[config.mk]
export PLATFORM = sky130hd
export DESIGN_NAME = mpu_regfile_write_arb_flat
export DESIGN_NICKNAME = d
export VERILOG_FILES = /design/src/rtl/mpu_regfile_write_arb_if.sv /design/src/rtl/mpu_regfile_write_arb.sv /design/src/flat_wrapper.sv
export SDC_FILE = /design/constraint.sdc
export NUM_CORES = 1
export LEC_CHECK = 0
export ABC_AREA = 1
export BUFFER_PORTS_ARGS = -buffer_cell sky130_fd_sc_hd__buf_2
export CAP_MARGIN = 30
export CORE_MARGIN = 4
export CORE_UTILIZATION = 43
export CTS_CLUSTER_DIAMETER = 30
export DETAILED_ROUTE_END_ITERATION = 7
export PLACE_DENSITY = 0.85
export SLEW_MARGIN = 10
export SYNTH_ARGS = -nofsm -noshare
export SYNTH_HDL_FRONTEND = slang
export SYNTH_SLANG_ARGS = --single-unit
[constraint.sdc]
create_clock -name clk -period 2.6 [get_ports clk]
set_clock_uncertainty 0.15 [all_clocks]
set_input_delay 0.13 -clock clk [delete_from_list [all_inputs] [get_ports clk]]
set_output_delay 0.13 -clock clk [all_outputs]
set_load 0.01 [all_outputs]
[src/rtl/mpu_regfile_write_arb_if.sv]
// mpu_regfile_write_arb_if: request, register-file write and status signals of the write arbiter
//  master : LD/WB requesters and register-file observer (drives *_in, sees *_out)
//  slave  : the arbiter (drives gnt, reg_* strobe/data, busy/owner and error pulses)
interface mpu_regfile_write_arb_if #(
  parameter int MATRIX_REG_BITS = 3,
  parameter int FPBITS          = 31,
  parameter int MBITS           = 3,
  parameter int NBITS           = 3
);
  logic                     ld_en_in, wb_en_in;
  logic                     ld_gnt_out, wb_gnt_out;
  logic [MATRIX_REG_BITS:0] ld_addr_in, wb_addr_in;
  logic [FPBITS:0]          ld_element_in, wb_element_in;
  logic [MBITS:0]           ld_i_in, wb_i_in, ld_m_in, wb_m_in;
  logic [NBITS:0]           ld_j_in, wb_j_in, ld_n_in, wb_n_in;
  logic                     reg_load_en_out;
  logic [MATRIX_REG_BITS:0] reg_load_addr_out;
  logic [FPBITS:0]          reg_load_element_out;
  logic [MBITS:0]           reg_i_load_loc_out, reg_m_load_size_out;
  logic [NBITS:0]           reg_j_load_loc_out, reg_n_load_size_out;
  logic                     busy_out, owner_out, err_size_out, err_tmo_out;
  modport master (
    output ld_en_in, wb_en_in, ld_addr_in, wb_addr_in, ld_element_in, wb_element_in,
           ld_i_in, wb_i_in, ld_m_in, wb_m_in, ld_j_in, wb_j_in, ld_n_in, wb_n_in,
    input  ld_gnt_out, wb_gnt_out, reg_load_en_out, reg_load_addr_out, reg_load_element_out,
           reg_i_load_loc_out, reg_m_load_size_out, reg_j_load_loc_out, reg_n_load_size_out,
           busy_out, owner_out, err_size_out, err_tmo_out
  );
  modport slave (
    input  ld_en_in, wb_en_in, ld_addr_in, wb_addr_in, ld_element_in, wb_element_in,
           ld_i_in, wb_i_in, ld_m_in, wb_m_in, ld_j_in, wb_j_in, ld_n_in, wb_n_in,
    output ld_gnt_out, wb_gnt_out, reg_load_en_out, reg_load_addr_out, reg_load_element_out,
           reg_i_load_loc_out, reg_m_load_size_out, reg_j_load_loc_out, reg_n_load_size_out,
           busy_out, owner_out, err_size_out, err_tmo_out
  );
endinterface

[src/rtl/mpu_regfile_write_arb.sv]
// mpu_regfile_write_arb: locks the matrix register-file write port to LD or WB for a whole matrix
//  clk, rst_n : clock and asynchronous active-low reset
//  bus.ld_* / bus.wb_* : element requests with combinational grants
//  bus.reg_*  : registered write strobe and element to the register file (1-cycle latency)
//  bus.busy_out/owner_out : lock held and its owner (0 = LD, 1 = WB)
//  bus.err_size_out/err_tmo_out : pulses for a dropped bad element / a timed-out lock
module mpu_regfile_write_arb #(
  parameter bit RR_EN           = 1'b1,
  parameter int IDLE_TMO        = 64,
  parameter int MATRIX_REG_BITS = 3,
  parameter int FPBITS          = 31,
  parameter int MBITS           = 3,
  parameter int NBITS           = 3,
  parameter int M               = 8,
  parameter int N               = 8
) (
  input logic clk,
  input logic rst_n,
  mpu_regfile_write_arb_if.slave bus
);
  localparam int MW = MBITS + 1;
  localparam int NW = NBITS + 1;
  localparam int CW = $clog2(IDLE_TMO + 1);
  localparam logic [MW-1:0] M_MAX = MW'(M);
  localparam logic [NW-1:0] N_MAX = NW'(N);
  localparam logic [MW-1:0] M_ONE = MW'(1);
  localparam logic [NW-1:0] N_ONE = NW'(1);
  localparam logic [CW-1:0] C_ONE = CW'(1);
  localparam logic [CW-1:0] TMO_LAST = CW'(IDLE_TMO - 1);
  typedef enum logic [1:0] {ARB_IDLE, ARB_LD, ARB_WB} arb_state_e;
  arb_state_e               state;
  logic                     last_owner;
  logic [CW-1:0]            idle_cnt;
  logic                     win_wb, ld_gnt, wb_gnt, acc, sel_bad, sel_last;
  logic [MATRIX_REG_BITS:0] sel_addr;
  logic [FPBITS:0]          sel_element;
  logic [MW-1:0]            sel_i, sel_m;
  logic [NW-1:0]            sel_j, sel_n;
  // Grants are gated by rst_n so every output reads 0 while reset is held.
  always_comb begin
    win_wb      = bus.wb_en_in & (!bus.ld_en_in | (RR_EN & !last_owner));
    ld_gnt      = rst_n & ((state == ARB_IDLE) ? (bus.ld_en_in & !win_wb) : ((state == ARB_LD) & bus.ld_en_in));
    wb_gnt      = rst_n & ((state == ARB_IDLE) ? win_wb : ((state == ARB_WB) & bus.wb_en_in));
    acc         = ld_gnt | wb_gnt;
    sel_addr    = wb_gnt ? bus.wb_addr_in    : bus.ld_addr_in;
    sel_element = wb_gnt ? bus.wb_element_in : bus.ld_element_in;
    sel_i       = wb_gnt ? bus.wb_i_in       : bus.ld_i_in;
    sel_j       = wb_gnt ? bus.wb_j_in       : bus.ld_j_in;
    sel_m       = wb_gnt ? bus.wb_m_in       : bus.ld_m_in;
    sel_n       = wb_gnt ? bus.wb_n_in       : bus.ld_n_in;
    sel_bad     = (sel_m == '0) || (sel_n == '0) || (sel_m > M_MAX) || (sel_n > N_MAX);
    sel_last    = (sel_i == sel_m - M_ONE) && (sel_j == sel_n - N_ONE);
  end
  assign bus.ld_gnt_out = ld_gnt;
  assign bus.wb_gnt_out = wb_gnt;
  assign bus.busy_out   = state != ARB_IDLE;
  assign bus.owner_out  = state == ARB_WB;
  always_ff @(posedge clk or negedge rst_n) begin
    if (!rst_n) begin
      state                    <= ARB_IDLE;
      last_owner               <= 1'b1;
      idle_cnt                 <= '0;
      bus.reg_load_en_out      <= 1'b0;
      bus.reg_load_addr_out    <= '0;
      bus.reg_load_element_out <= '0;
      bus.reg_i_load_loc_out   <= '0;
      bus.reg_j_load_loc_out   <= '0;
      bus.reg_m_load_size_out  <= '0;
      bus.reg_n_load_size_out  <= '0;
      bus.err_size_out         <= 1'b0;
      bus.err_tmo_out          <= 1'b0;
    end else begin
      bus.reg_load_en_out <= acc & !sel_bad;
      bus.err_size_out    <= acc & sel_bad;
      bus.err_tmo_out     <= 1'b0;
      if (acc & !sel_bad) begin
        bus.reg_load_addr_out    <= sel_addr;
        bus.reg_load_element_out <= sel_element;
        bus.reg_i_load_loc_out   <= sel_i;
        bus.reg_j_load_loc_out   <= sel_j;
        bus.reg_m_load_size_out  <= sel_m;
        bus.reg_n_load_size_out  <= sel_n;
      end
      if (acc) begin
        last_owner <= wb_gnt;
        idle_cnt   <= '0;
        if (!sel_bad && sel_last) state <= ARB_IDLE;
        else if (!sel_bad && state == ARB_IDLE) state <= wb_gnt ? ARB_WB : ARB_LD;
      end else if (state != ARB_IDLE) begin
        if (idle_cnt == TMO_LAST) begin
          state           <= ARB_IDLE;
          idle_cnt        <= '0;
          bus.err_tmo_out <= 1'b1;
        end else begin
          idle_cnt <= idle_cnt + C_ONE;
        end
      end
    end
  end
endmodule

[src/flat_wrapper.sv]
// flat-port wrapper written by rule: the top's interface ports become plain ports
module mpu_regfile_write_arb_flat 
#(
  parameter bit RR_EN           = 1'b1,
  parameter int IDLE_TMO        = 64,
  parameter int MATRIX_REG_BITS = 3,
  parameter int FPBITS          = 31,
  parameter int MBITS           = 3,
  parameter int NBITS           = 3,
  parameter int M               = 8,
  parameter int N               = 8
)
  (clk, rst_n, bus_ld_en_in, bus_wb_en_in, bus_ld_addr_in, bus_wb_addr_in, bus_ld_element_in, bus_wb_element_in, bus_ld_i_in, bus_wb_i_in, bus_ld_m_in, bus_wb_m_in, bus_ld_j_in, bus_wb_j_in, bus_ld_n_in, bus_wb_n_in, bus_ld_gnt_out, bus_wb_gnt_out, bus_reg_load_en_out, bus_reg_load_addr_out, bus_reg_load_element_out, bus_reg_i_load_loc_out, bus_reg_m_load_size_out, bus_reg_j_load_loc_out, bus_reg_n_load_size_out, bus_busy_out, bus_owner_out, bus_err_size_out, bus_err_tmo_out);
  mpu_regfile_write_arb_if #(.MATRIX_REG_BITS(MATRIX_REG_BITS), .FPBITS(FPBITS), .MBITS(MBITS), .NBITS(NBITS)) bus_i ();
  input logic clk;
  input logic rst_n;
  input wire logic [$bits(bus_i.ld_en_in)-1:0] bus_ld_en_in;
  input wire logic [$bits(bus_i.wb_en_in)-1:0] bus_wb_en_in;
  input wire logic [$bits(bus_i.ld_addr_in)-1:0] bus_ld_addr_in;
  input wire logic [$bits(bus_i.wb_addr_in)-1:0] bus_wb_addr_in;
  input wire logic [$bits(bus_i.ld_element_in)-1:0] bus_ld_element_in;
  input wire logic [$bits(bus_i.wb_element_in)-1:0] bus_wb_element_in;
  input wire logic [$bits(bus_i.ld_i_in)-1:0] bus_ld_i_in;
  input wire logic [$bits(bus_i.wb_i_in)-1:0] bus_wb_i_in;
  input wire logic [$bits(bus_i.ld_m_in)-1:0] bus_ld_m_in;
  input wire logic [$bits(bus_i.wb_m_in)-1:0] bus_wb_m_in;
  input wire logic [$bits(bus_i.ld_j_in)-1:0] bus_ld_j_in;
  input wire logic [$bits(bus_i.wb_j_in)-1:0] bus_wb_j_in;
  input wire logic [$bits(bus_i.ld_n_in)-1:0] bus_ld_n_in;
  input wire logic [$bits(bus_i.wb_n_in)-1:0] bus_wb_n_in;
  output wire logic [$bits(bus_i.ld_gnt_out)-1:0] bus_ld_gnt_out;
  output wire logic [$bits(bus_i.wb_gnt_out)-1:0] bus_wb_gnt_out;
  output wire logic [$bits(bus_i.reg_load_en_out)-1:0] bus_reg_load_en_out;
  output wire logic [$bits(bus_i.reg_load_addr_out)-1:0] bus_reg_load_addr_out;
  output wire logic [$bits(bus_i.reg_load_element_out)-1:0] bus_reg_load_element_out;
  output wire logic [$bits(bus_i.reg_i_load_loc_out)-1:0] bus_reg_i_load_loc_out;
  output wire logic [$bits(bus_i.reg_m_load_size_out)-1:0] bus_reg_m_load_size_out;
  output wire logic [$bits(bus_i.reg_j_load_loc_out)-1:0] bus_reg_j_load_loc_out;
  output wire logic [$bits(bus_i.reg_n_load_size_out)-1:0] bus_reg_n_load_size_out;
  output wire logic [$bits(bus_i.busy_out)-1:0] bus_busy_out;
  output wire logic [$bits(bus_i.owner_out)-1:0] bus_owner_out;
  output wire logic [$bits(bus_i.err_size_out)-1:0] bus_err_size_out;
  output wire logic [$bits(bus_i.err_tmo_out)-1:0] bus_err_tmo_out;
  assign bus_i.ld_en_in = bus_ld_en_in;
  assign bus_i.wb_en_in = bus_wb_en_in;
  assign bus_i.ld_addr_in = bus_ld_addr_in;
  assign bus_i.wb_addr_in = bus_wb_addr_in;
  assign bus_i.ld_element_in = bus_ld_element_in;
  assign bus_i.wb_element_in = bus_wb_element_in;
  assign bus_i.ld_i_in = bus_ld_i_in;
  assign bus_i.wb_i_in = bus_wb_i_in;
  assign bus_i.ld_m_in = bus_ld_m_in;
  assign bus_i.wb_m_in = bus_wb_m_in;
  assign bus_i.ld_j_in = bus_ld_j_in;
  assign bus_i.wb_j_in = bus_wb_j_in;
  assign bus_i.ld_n_in = bus_ld_n_in;
  assign bus_i.wb_n_in = bus_wb_n_in;
  assign bus_ld_gnt_out = bus_i.ld_gnt_out;
  assign bus_wb_gnt_out = bus_i.wb_gnt_out;
  assign bus_reg_load_en_out = bus_i.reg_load_en_out;
  assign bus_reg_load_addr_out = bus_i.reg_load_addr_out;
  assign bus_reg_load_element_out = bus_i.reg_load_element_out;
  assign bus_reg_i_load_loc_out = bus_i.reg_i_load_loc_out;
  assign bus_reg_m_load_size_out = bus_i.reg_m_load_size_out;
  assign bus_reg_j_load_loc_out = bus_i.reg_j_load_loc_out;
  assign bus_reg_n_load_size_out = bus_i.reg_n_load_size_out;
  assign bus_busy_out = bus_i.busy_out;
  assign bus_owner_out = bus_i.owner_out;
  assign bus_err_size_out = bus_i.err_size_out;
  assign bus_err_tmo_out = bus_i.err_tmo_out;
  mpu_regfile_write_arb #(.RR_EN(RR_EN), .IDLE_TMO(IDLE_TMO), .MATRIX_REG_BITS(MATRIX_REG_BITS), .FPBITS(FPBITS), .MBITS(MBITS), .NBITS(NBITS), .M(M), .N(N)) u_core (.clk(clk), .rst_n(rst_n), .bus(bus_i));
endmodule
Yosys cells after proc, flatten, opt, wreduce, memory -nomap -nowiden
Cells that the tools add are included.
{"block": "totals", "reg_bits": 65, "output_inout_bits": 59, "elab_cells": 70}
{"block": "op_classes", "addsub": 3, "magnitude_cmp": 2, "n_eq_ne": 6, "mux": 20, "bitwise_logic": 10, "n_reduce_logical": 17}
{"cell": "$mux W32", "count": 1}
{"cell": "$mux W7", "count": 3}
{"cell": "$mux W4", "count": 5}
{"cell": "$mux W2", "count": 6}
{"cell": "$and A1 B1 Y1", "count": 8}
{"cell": "$eq A4 B4 Y1", "count": 2}
{"cell": "$gt A4 B4 Y1 const B", "count": 2}
{"cell": "$logic_not A4 Y1", "count": 2}
{"cell": "$sub A4 B1 Y4 const B", "count": 2}
{"cell": "$add A7 B1 Y7 const B", "count": 1}
{"cell": "$eq A7 B6 Y1 const B", "count": 1}
{"cell": "$reduce_bool A2 Y1", "count": 3}
{"cell": "$mux W1", "count": 5}
{"cell": "$logic_not A1 Y1", "count": 4}
{"cell": "$logic_and A1 B1 Y1", "count": 3}
{"cell": "$logic_or A1 B1 Y1", "count": 3}
{"cell": "$ne A3 B3 Y1 const B", "count": 1}
{"cell": "$reduce_and A3 Y1", "count": 1}
{"cell": "$eq A2 B1 Y1 const B", "count": 1}
{"cell": "$eq A2 B2 Y1 const B", "count": 1}
{"cell": "$logic_not A2 Y1", "count": 1}
{"cell": "$or A1 B1 Y1", "count": 2}

Longest topological paths before layout
{"block": "depth", "word_depth": 15, "ltp_mapped": 21, "mapped_depth_nobuf": 20}

Least setup slack after synthesis
No wires, ideal clock.
{"block": "synth_timing", "path_type": "register to register", "startpoint": "register u_core.state[0]", "endpoint": "register u_core.bus.reg_i_load_loc_out[1] in the netlist's numbering", "t_arrival_ps": 2271, "required_ps": 2322, "path_slack_ps": 52, "stages_incl_launch_ff": 15, "period_less_slack_ps": 2548, "path_cell_list": "dfrtp_1 -> inv_2 -> nand2_1 -> nor2_4 -> nand2_2 -> buf_4 -> nand2_1 -> nand2_1 -> ha_1 -> nand2_1 -> xor2_1 -> inv_2 -> nor3_2 -> buf_2 -> mux2_1"}
{"block": "synth_via", "elab_chain_cells": 11, "word_cells_on_any_way": 22}
{"element": "start, declared", "line": "mpu_regfile_write_arb.sv:31", "text": "arb_state_e state;"}
{"element": "start signal, assigned", "line": "mpu_regfile_write_arb.sv:88", "text": "else if (!sel_bad && state == ARB_IDLE) state <= wb_gnt ? ARB_WB : ARB_LD;"}
{"element": "parallel branches: the longest is 11 deep, another holds $gt A4 B4 Y1"}
{"element": "end signal, assigned", "line": "mpu_regfile_write_arb.sv:79", "text": "bus.reg_i_load_loc_out <= sel_i;"}
{"element": "end, declared", "line": "mpu_regfile_write_arb_if.sv:33", "text": "reg_i_load_loc_out, reg_m_load_size_out, reg_j_load_loc_out, reg_n_load_size_out,"}
Parallel ways; which one is timed is not known.
A chain may end at the register's enable or synchronous reset.

Worst setup path in the final report
Same ends and word-level chain as after synthesis.

==> metrics.md <==
| Metric | Value |
|---|---|
| CP max FO | 6 |
| DR WL/cell | 14.9 um |
| Relative slew slack | 46.3% |
| Antenna violations before repair | 0 |
| Leakage | 3.14 nW |
| Post-synth top cells | 144 x nand2_1, 64 x dfrtp_1, 48 x o21a_1, 40 x o21ai_0, 36 x or2_2 |
| Antenna Violating Nets Remaining | 0 |
| Die area | 0.0102 mm^2 |
| GRT Overall Usage | 22.8% |
| DP Area | 0.00471 mm^2 |
| Largest net degree at the start of global routing | 66 |
| Syn nets | 582 |
| Synthesized flop and latch total | 65 |
| I/O Pins | 167 |
| Final Cell Area | 0.00571 mm^2 |
| Most common cell in the netlist | nand2_1 |
| Vias in the first global route | 4,096 |
| Worst-Skew Late Latency | 0.33 ns |
| Yosys top cell area share | 43.3% |
| Peak VDD IR | 273 uV |
| Critical path class | reg2reg |
| Drt pass-1 iters | 4 |
| Netlist cell types | 27 |
| First-pass GRT wire length | 18,300 um |
| Worst slew pin tran | 0.805 ns |
| Floorplan Core Area | 0.00830 mm^2 |
| # DRC | 0 |
| Post-synthesis cell area | 0.00370 mm^2 |
| Initial Util | 44.6% |
| Global route overflow | 0 |
| P per Cell Area | 429 mW/mm^2 |
| Tcrit/Tclk final | 97.5% |
| Synth area leaders | dfrtp_1 43%, nand2_1 15%, o21a_1 9.7% |
| HP Class | in2reg |
| Hold WS | 0.00680 ns |
| Synth warn | 0 |
| Run status | completed |
| Yosys top cell by area | dfrtp_1 |
| Layout cells sized above 1 | 40.6% |
| Nets | 808 |
| CTS Root Cell | clkbuf_8 |
| Vias post-DR | 4,141 |
| Setup WS pre-CTS | -0.0827 ns |
| Fmax achieved | 394 MHz |
| MaxCap Viol Count | 0 |
| Period minus WS final | 2.53 ns |
| Sequential fraction of the synthesis area | 44.0% |
| P&R area growth vs syn | 54.2% |
| Cells after synthesis | 471 |
| Post-synth top flop | dfrtp_1 |
| Worst Path Arrival | 2.60 ns |
| H-Tree Depth | 3 |
| Post-synth EDFFs | 0 |
| GPL Wtd Cong | 0.902 |
| Number of I/O port buffers | 166 |
| DR vias/cell | 5.13 |
| Final non-filler cell total | 808 |
| Final Total Pwr | 2.45 mW |
| Number of DRC markers in iteration 0 | 191 |
| Setup ws final | 0.0650 ns |
| CTS tree | yes |
| CTS Buf Count | 9 |
| Reg clk slew, reported paths | 0.07 ns |
| Clock sinks | 65 |
| Placed Cells | 739 |
| Mean Syn Cell Area | 7.86 um^2 |
| Worst setup SP type | register |
| Die Ht | 101 um |
| Hold Vio Cnt, Final | 0 |
| Cell Rows | 33 |
| Hpwl dp | 7850 um |
| Fin. max-slew vios | 0 |
| Async S/R FF share, synth | 100% |
| Total Wirelength | 12,100 um |
| Register area | 0.00163 mm^2 |
| Worst setup EP type | register |
| Final setup fails | 0 |
| CTS Buffer Depth | 2 |
| Filler cells | 664 |
| Chip Width | 101 um |
| Worst path required time | 2.66 ns |
| Multi-input gate area | 0.00189 mm^2 |
==> per-layer routing <==
metal | global-route usage (%) | vias to the layer above | routed length [um]
met4 | 10.6 | 0 | 357
met2 | 41.0 | 179 | 6290
met5 | 0 | - | 0
li1 | - | 1972 | -
met1 | 25.1 | 1957 | 4540
met3 | 5.67 | 33 | 892
==> cell families (layout without fill, tap and decap cells) <==
group           Yosys count  count (layout)  synth area share, %
simple gates            239             240                 29.5
compound gates           97              97                 16.5
mux                       4               4                 1.22
buf+inv                  61             291                 7.37
flops                    65              65                 44.0
xor+xnor                  2               2                0.474
other cells               0               1                    0
fa+ha+maj                 3               3                 1.01
==> sequential cells by signal, indices dropped and copies added (netlist names), 2 cells and up <==
register / count
u_core.bus.reg_load_element_out: 32
u_core.idle_cnt: 7
u_core.bus.reg_j_load_loc_out: 4
u_core.bus.reg_load_addr_out: 4
u_core.bus.reg_n_load_size_out: 4
u_core.bus.reg_i_load_loc_out: 4
u_core.bus.reg_m_load_size_out: 4
u_core.state: 2
==> cells in the final DEF, fill, tap and decap left out, types with 5 or more instances in the layout <==
| cell type | count |
|---|---|
| dfrtp_1 | 64 |
| or2_2 | 36 |
| inv_1 | 32 |
| o21ai_0 | 40 |
| nand2_1 | 138 |
| a21oi_1 | 5 |
| clkbuf_8 | 11 |
| o21a_1 | 48 |
| nor3_1 | 5 |
| nand3_1 | 17 |
| dlygate4sd3_1 | 30 |
| nand2_2 | 7 |
| inv_2 | 6 |
| buf_2 | 166 |
| nor2_1 | 16 |
| nand3b_1 | 10 |
| buf_4 | 26 |
==> stage by stage <==
step	utilization [%]	TNS (ns)
6_report	68.7	0
5_1_grt	68.7	-1.53
4_1_cts	66.0	0
3_5_place_dp	56.8	-1.36
3_3_place_gp	56.8	0
2_1_floorplan	-	0
==> path summary, 6_finish.rpt <==
| check | cells after the start | end | start | slack, ns |
|---|---|---|---|---|
| min | 4 | u_core.bus.reg_load_element_out[2] | bus_wb_element_in[2] | 0.007 |
| max reg2reg | 14 | u_core.bus.reg_i_load_loc_out[1] | u_core.state[0] | 0.07 |
| max | 14 | u_core.bus.reg_i_load_loc_out[1] | u_core.state[0] | 0.07 |
| max in group asynchronous | 3 | u_core.bus.reg_n_load_size_out[2] | rst_n | 1.33 |
| min in group asynchronous | 3 | u_core.state[0] | rst_n | 0.43 |
| min reg2reg | 1 | u_core.bus.reg_j_load_loc_out[3] | u_core.bus.reg_j_load_loc_out[3] | 0.33 |
==> power by group <==
group          internal, mW  leakage (nW)  total [mW]  switching (mW)
logic                 0.147          2.13       0.270           0.123
clock network         0.785         0.140        1.17           0.384
registers              1.01         0.874        1.01               0
==> worst max-delay path, stage by stage (launching register included) <==
cell,delay (ns)
dfrtp_1,0.39
inv_2,0.07
nand2_2,0.06
nor2_4,0.14
buf_6,0.14
nand3b_1,0.11
nand2_1,0.16
ha_4,0.15
nand2_1,0.06
xor2_1,0.17
inv_2,0.08
nor3_4,0.14
buf_6,0.16
clkbuf_16,0.15
mux2_4,0.30
==> repair_timing <==
item / 4_1_cts / 5_1_grt
endpoints found under the setup margin: 31 / 55
gates resized for setup: 13 / 16
setup buffers: 5 / 10
endpoints found under the hold margin: 93 / 0
gates cloned: 3 / 4
hold buffers: 30 / 0
pin swaps: 4 / 9
==> layout make-up <==
type                            instances  area share [%]
Clock inverter                          5            2.19
Clock buffer                           11            2.65
Inverter                               38            2.50
Sequential cell                        65            28.5
Timing Repair Buffer                  237            28.6
Multi-Input combinational cell        346            33.2
Tap cell                              105            2.30
Antenna cell                            1          0.0439
No activity file was read; power rests on OpenSTA's default activity.
